### config.mk
export PLATFORM = sky130hd
export DESIGN_NAME = bcd_counter_ndigit
export DESIGN_NICKNAME = d
export VERILOG_FILES = /design/src/rtl/bcd_cnt_pkg.sv /design/src/rtl/bcd_counter_ndigit_cell.sv /design/src/rtl/bcd_counter_ndigit.sv
export SDC_FILE = /design/constraint.sdc
export NUM_CORES = 1
export LEC_CHECK = 0
export BUFFER_PORTS_ARGS = -buffer_cell sky130_fd_sc_hd__buf_4
export CORE_AREA = 10 10 89 91
export CTS_BUF_LIST = sky130_fd_sc_hd__clkbuf_8 sky130_fd_sc_hd__clkbuf_16
export DETAILED_ROUTE_END_ITERATION = 16
export DIE_AREA = 0 0 99 101
export SLEW_MARGIN = 5
export SYNTH_ARGS = -nofsm -noshare
export SYNTH_HDL_FRONTEND = slang
export SYNTH_SLANG_ARGS = --single-unit
### constraint.sdc
create_clock -name clk -period 2 [get_ports clk]
set_input_delay 0 -clock clk [delete_from_list [all_inputs] [get_ports clk]]
set_output_delay 0 -clock clk [all_outputs]
set_load 0.05 [all_outputs]
### src/rtl/bcd_cnt_pkg.sv
// BCD counter shared types and helpers.
// Digit limits, digit type and load clamp.
package bcd_cnt_pkg;

  typedef logic [3:0] bcd_t;

  localparam bcd_t BCD_MAX  = 4'd9;
  localparam bcd_t BCD_ZERO = 4'd0;

  function automatic bcd_t bcd_clamp(input bcd_t v);
    return (v > BCD_MAX) ? BCD_MAX : v;
  endfunction

endpackage

### src/rtl/bcd_counter_ndigit_cell.sv
// One BCD digit register of the N-digit counter.
// Priority: clr > ld > en; at_lim flags 9 (up) or 0 (down).
module bcd_digit_cell
  import bcd_cnt_pkg::*;
(
  input  logic clk,
  input  logic rst,
  input  logic en,
  input  logic dir,
  input  logic ld,
  input  bcd_t ld_val,
  input  logic clr,
  output bcd_t digit,
  output logic at_lim
);

  bcd_t r_digit;

  // Digit state: clear, clamped load, or single up/down step.
  always_ff @(posedge clk or posedge rst) begin
    if (rst) begin
      r_digit <= BCD_ZERO;
    end else if (clr) begin
      r_digit <= BCD_ZERO;
    end else if (ld) begin
      r_digit <= bcd_clamp(ld_val);
    end else if (en) begin
      if (!dir) begin
        r_digit <= (r_digit == BCD_MAX)
                 ? BCD_ZERO : r_digit + 4'd1;
      end else begin
        r_digit <= (r_digit == BCD_ZERO)
                 ? BCD_MAX : r_digit - 4'd1;
      end
    end
  end

  assign digit  = r_digit;
  assign at_lim = dir ? (r_digit == BCD_ZERO)
                      : (r_digit == BCD_MAX);

endmodule

### src/rtl/bcd_counter_ndigit.sv
// N-digit BCD up/down counter with tick or button step source.
// Build macro BTN_SYNC_EN adds a 2-flop btn synchronizer.
module bcd_counter_ndigit
  import bcd_cnt_pkg::*;
#(
  parameter int NUM_DIGITS = 5,
  parameter int SAT_MODE   = 0
) (
  input  logic                    clk,
  input  logic                    rst,
  input  logic                    tick,
  input  logic                    btn,
  input  logic                    src_sel,
  input  logic                    direction,
  input  logic                    clear,
  input  logic                    load,
  input  logic [4*NUM_DIGITS-1:0] load_val,
  output logic [4*NUM_DIGITS-1:0] count,
  output logic                    carry_out,
  output logic                    at_max,
  output logic                    at_min
);

  localparam bit SAT = (SAT_MODE != 0);

  logic                  w_btn_in;
  logic                  r_btn_d;
  logic                  w_btn_rise;
  logic                  w_step;
  logic                  w_step_eff;
  logic                  w_all_lim;
  logic                  r_carry;
  logic [NUM_DIGITS-1:0] w_at_lim;
  logic [NUM_DIGITS-1:0] w_en;

`ifdef BTN_SYNC_EN
  logic r_btn_s1;
  logic r_btn_s2;

  // Two-flop synchronizer for the asynchronous button.
  always_ff @(posedge clk or posedge rst) begin
    if (rst) begin
      r_btn_s1 <= 1'b0;
      r_btn_s2 <= 1'b0;
    end else begin
      r_btn_s1 <= btn;
      r_btn_s2 <= r_btn_s1;
    end
  end

  assign w_btn_in = r_btn_s2;
`else
  assign w_btn_in = btn;
`endif

  // Delayed button level for rising-edge detection.
  always_ff @(posedge clk or posedge rst) begin
    if (rst) r_btn_d <= 1'b0;
    else     r_btn_d <= w_btn_in;
  end

  assign w_btn_rise = w_btn_in & ~r_btn_d;
  assign w_step     = src_sel ? w_btn_rise : tick;
  assign w_all_lim  = &w_at_lim;
  assign w_step_eff = w_step & ~(SAT & w_all_lim);

  // Same-cycle carry chain: digit i steps when all lower are at limit.
  always_comb begin
    logic w_run;
    w_en  = '0;
    w_run = 1'b1;
    for (int i = 0; i < NUM_DIGITS; i++) begin
      w_en[i] = w_step_eff & w_run;
      w_run   = w_run & w_at_lim[i];
    end
  end

  for (genvar g = 0; g < NUM_DIGITS; g++) begin : g_dig
    bcd_digit_cell u_cell (
      .clk    (clk),
      .rst    (rst),
      .en     (w_en[g]),
      .dir    (direction),
      .ld     (load),
      .ld_val (load_val[4*g+:4]),
      .clr    (clear),
      .digit  (count[4*g+:4]),
      .at_lim (w_at_lim[g])
    );
  end

  // Wrap pulse; never raised when clear or load wins the cycle.
  always_ff @(posedge clk or posedge rst) begin
    if (rst) r_carry <= 1'b0;
    else     r_carry <= ~SAT & w_step & w_all_lim
                      & ~clear & ~load;
  end

  assign carry_out = r_carry;

  // All-nines and all-zero flags straight from the count.
  always_comb begin
    at_max = 1'b1;
    at_min = 1'b1;
    for (int i = 0; i < NUM_DIGITS; i++) begin
      if (count[4*i+:4] != BCD_MAX)  at_max = 1'b0;
      if (count[4*i+:4] != BCD_ZERO) at_min = 1'b0;
    end
  end

endmodule
==> reports/qor.csv <==
metric;value;unit
status;complete, but fails checks;
failing checks;negative setup slack;
CTS max path bufs;2;
Die W;99;um
row count;29;
CP required;2160;ps
Post-synth EDFFs;0;
CP endpoint kind;register;
ANT cells;0;
number of global-route vias before repair;2379;
grt met3 use;2.61;%
share of layout cells above drive strength 1;40.2;%
met1 usage;18.3;%
via count;2392;
Worst Max-Slew Pin Slew;699;ps
cell taking the most area after synthesis;dfrtp_1;
Hold Path Class;input port to register;
synthesized net count;328;
Die ar.;10000;sq um
warnings from Yosys;0;
chip height;101;um
crit path kind;register to register;
Arrival @ worst endpoint;2180;ps
final hold viol count;0;
Placed Instances;422;
Critical-path top delay cell;dfrtp_4;
Final Critical Period;2020;ps
final WL;7.13;mm
mean routed wirelength per cell;16.3;um
Core Area;6200;sq um
global-route wire length before repair;11.7;mm
Synth cell types;64;
Startpoint Class;register;
DR vias/cell;5.46;
final-stage net count;407;
violation count after the first detailed-route iteration;49;
clock sinks;22;
Top Usage Layer GRT;met2;
Global Route Usage Sum;13.7;%
Initial Util;38.3;%
met2 global-route usage;22.8;%
Worst VDD drop;0.000287;V
Worst-Skew Late Latency;270;ps
area share of the largest cell type after synthesis;23.2;%
gpl congestion;0.806;
CP top delay family;compound AO/OA/AOI/OAI gates;
drt pass-1 iters;4;
flops & latches, synth;22;
P&R area growth vs syn;40.6;%
Pleak;0.00151;uW
RSZ-0062 raised after global routing;true;
initial antenna violation count;0;
Port Buffer Count;50;
root buf cell;clkbuf_8;
Post-Synthesis Cells;283;
prevailing post-synth register cell;dfrtp_1;
Slew headroom;53.3;%
max_cap viols;0;
clk slew on worst S/H paths;90;ps
total negative slack;-65.8;ps
sequential share of the synthesized area;23.2;%
area of the mapped netlist;2370;sq um
CP max stage delay;520;ps
CTS tree;yes;
HPWL after DPL;5.35;mm
Final Instance Count excl. Fillers;438;
pwr dens;534;nW/um^2
final clock skew;6.30;ps
largest net degree at the start of global routing;33;
Slew Viols, Final;0;
H-Tree Depth;1;
Post-synth ARST share;100;%
synthesized area per cell;8.39;sq um
Post-route DRC;0;
Setup violations, final;5;
crit-path max FO;5;
dominant cells by area after synthesis;dfrtp_1 23%, ha_1 9.0%, o21ai_0 5.7%, a21oi_1 4.0%, nand3b_1 3.5%;
GRT overflow;0;
Tcrit/Tclk final;101;%
post-route setup slack;-20.4;ps
crit-path cells;inv_4 > ha_4 > nand3b_4 > a221oi_4 > nand4_4 > mux2_4 > o21a_1;
Buf/Inv on CP;1;
TritonCTS Buffers;3;
Peak Freq;495;MHz
Top Ports;51;
Routed Antenna Nets;0;
-- Yosys cell counts, drive strengths merged (4+ instances only) --
master,instances
a211oi,5
xnor2,4
clkbuf,11
nor3b,4
o211ai,4
ha,17
buf,11
o31ai,8
o21ai,28
mux2,6
inv,18
nand2b,11
nor2b,6
nand2,18
nor3,5
nor2,8
a21oi,20
dfrtp,22
nand3,6
o22ai,4
a32oi,5
o21a,4
nand3b,14
-- per-layer routing --
metal / vias up / part of all wire, % / routed length, um
met4: 0 / 0 / 0
met5: - / 0 / 0
met2: 57 / 48 / 3390
li1: 1200 / - / -
met1: 1135 / 47 / 3330
met3: 0 / 5.7 / 407
-- stage by stage --
| stage | util, % | cell area [sq um] | power (uW) | setup slack, ps | hold slack (ps) |
|---|---|---|---|---|---|
| floorplan | - | 2480 | 1060 | -116 | -11.4 |
| global placement | 49.8 | 3090 | 1310 | 24.1 | 121 |
| detailed placement | 49.8 | 3090 | 1320 | -10.1 | 121 |
| CTS | 52.7 | 3270 | 1780 | -12.8 | 3.05 |
| global route | 53.8 | 3340 | 1890 | -104 | 13.0 |
| finish | 53.8 | 3340 | 1780 | -20.4 | 2.48 |
-- placed cells by master, fill, tap and decap left out, types with 4 or more instances in the layout --
cell type      synthesis  final
o22ai_1                4      4
o31ai_1                8      8
nor2b_1                6      6
nand3_1                5      5
nand2_1               17     17
inv_4                  0      4
a21oi_1               19     18
nand2b_1              11     11
o21ai_0               27     26
dfrtp_1               22     11
ha_4                   0      4
inv_1                 18     12
a211oi_1               4      4
buf_4                  0     84
mux2_4                 0      5
o21a_1                 4      4
dfrtp_2                0      9
nor3_1                 5      4
dlygate4sd3_1          0      8
nor2_1                 8      7
o211ai_1               4      4
xnor2_1                4      4
nand3b_1              11     11
a32oi_1                5      5
ha_1                  17     13
buf_6                  3      4
-- report_power, final --
part           internal [uW]  switching, uW  leakage, uW  total, uW
logic                    368            457      0.00120        825
clock network            268            166    0.0000357        433
registers                482           42.2     0.000273        524
-- state kept, by name, indices dropped and copies added (netlist names) --
signal              cells
carry_out               1
g_dig.u_cell.digit     20
r_btn_d                 1
-- worst paths after layout --
check	from	end	slack (ps)	cells after the start
hold / removal	load_val[13]	g_dig[3].u_cell.digit[1]	2	3
setup / recovery	g_dig[0].u_cell.digit[0]	g_dig[4].u_cell.digit[1]	-20	7
max in group asynchronous	rst	g_dig[1].u_cell.digit[1]	1050	4
min in group asynchronous	rst	g_dig[0].u_cell.digit[2]	390	3
hold reg to reg	g_dig[2].u_cell.digit[1]	g_dig[2].u_cell.digit[1]	600	2
setup reg to reg	g_dig[0].u_cell.digit[0]	g_dig[4].u_cell.digit[1]	-20	7
-- worst min-delay path: stages --
cell     delay (ps)
buf_4           110
nand2_1          60
a22oi_1          70
-- logic make-up after synthesis --
| group | Yosys count | share of synthesized area [%] |
|---|---|---|
| AO/OA/AOI/OAI | 102 | 30.4 |
| XOR/XNOR | 5 | 1.84 |
| adder cells (fa/ha/maj) | 17 | 8.96 |
| buffers and inverters | 40 | 7.59 |
| flip-flops | 22 | 23.2 |
| multiplexers | 8 | 3.69 |
| AND/OR/NAND/NOR | 89 | 24.3 |
-- final cells by class --
type                    instances  area (sq um)
clock buffers                   3          41.3
clock inverters                 1          30.0
fillers                       600          2870
inverters                      18          77.6
multi-input cells             221          1770
flip-flops and latches         22           569
well taps                      77          96.3
repair buffers                 96           756
-- timing repair --
item / in CTS / in global routing
hold buffers: 8 / 0
endpoints found under the setup margin: 7 / 14
resized for setup: 5 / 9
pin swaps: 2 / 5
setup buffers: 0 / 4
endpoints found under the hold margin: 21 / 0
Power figures use the tool's default switching activity.
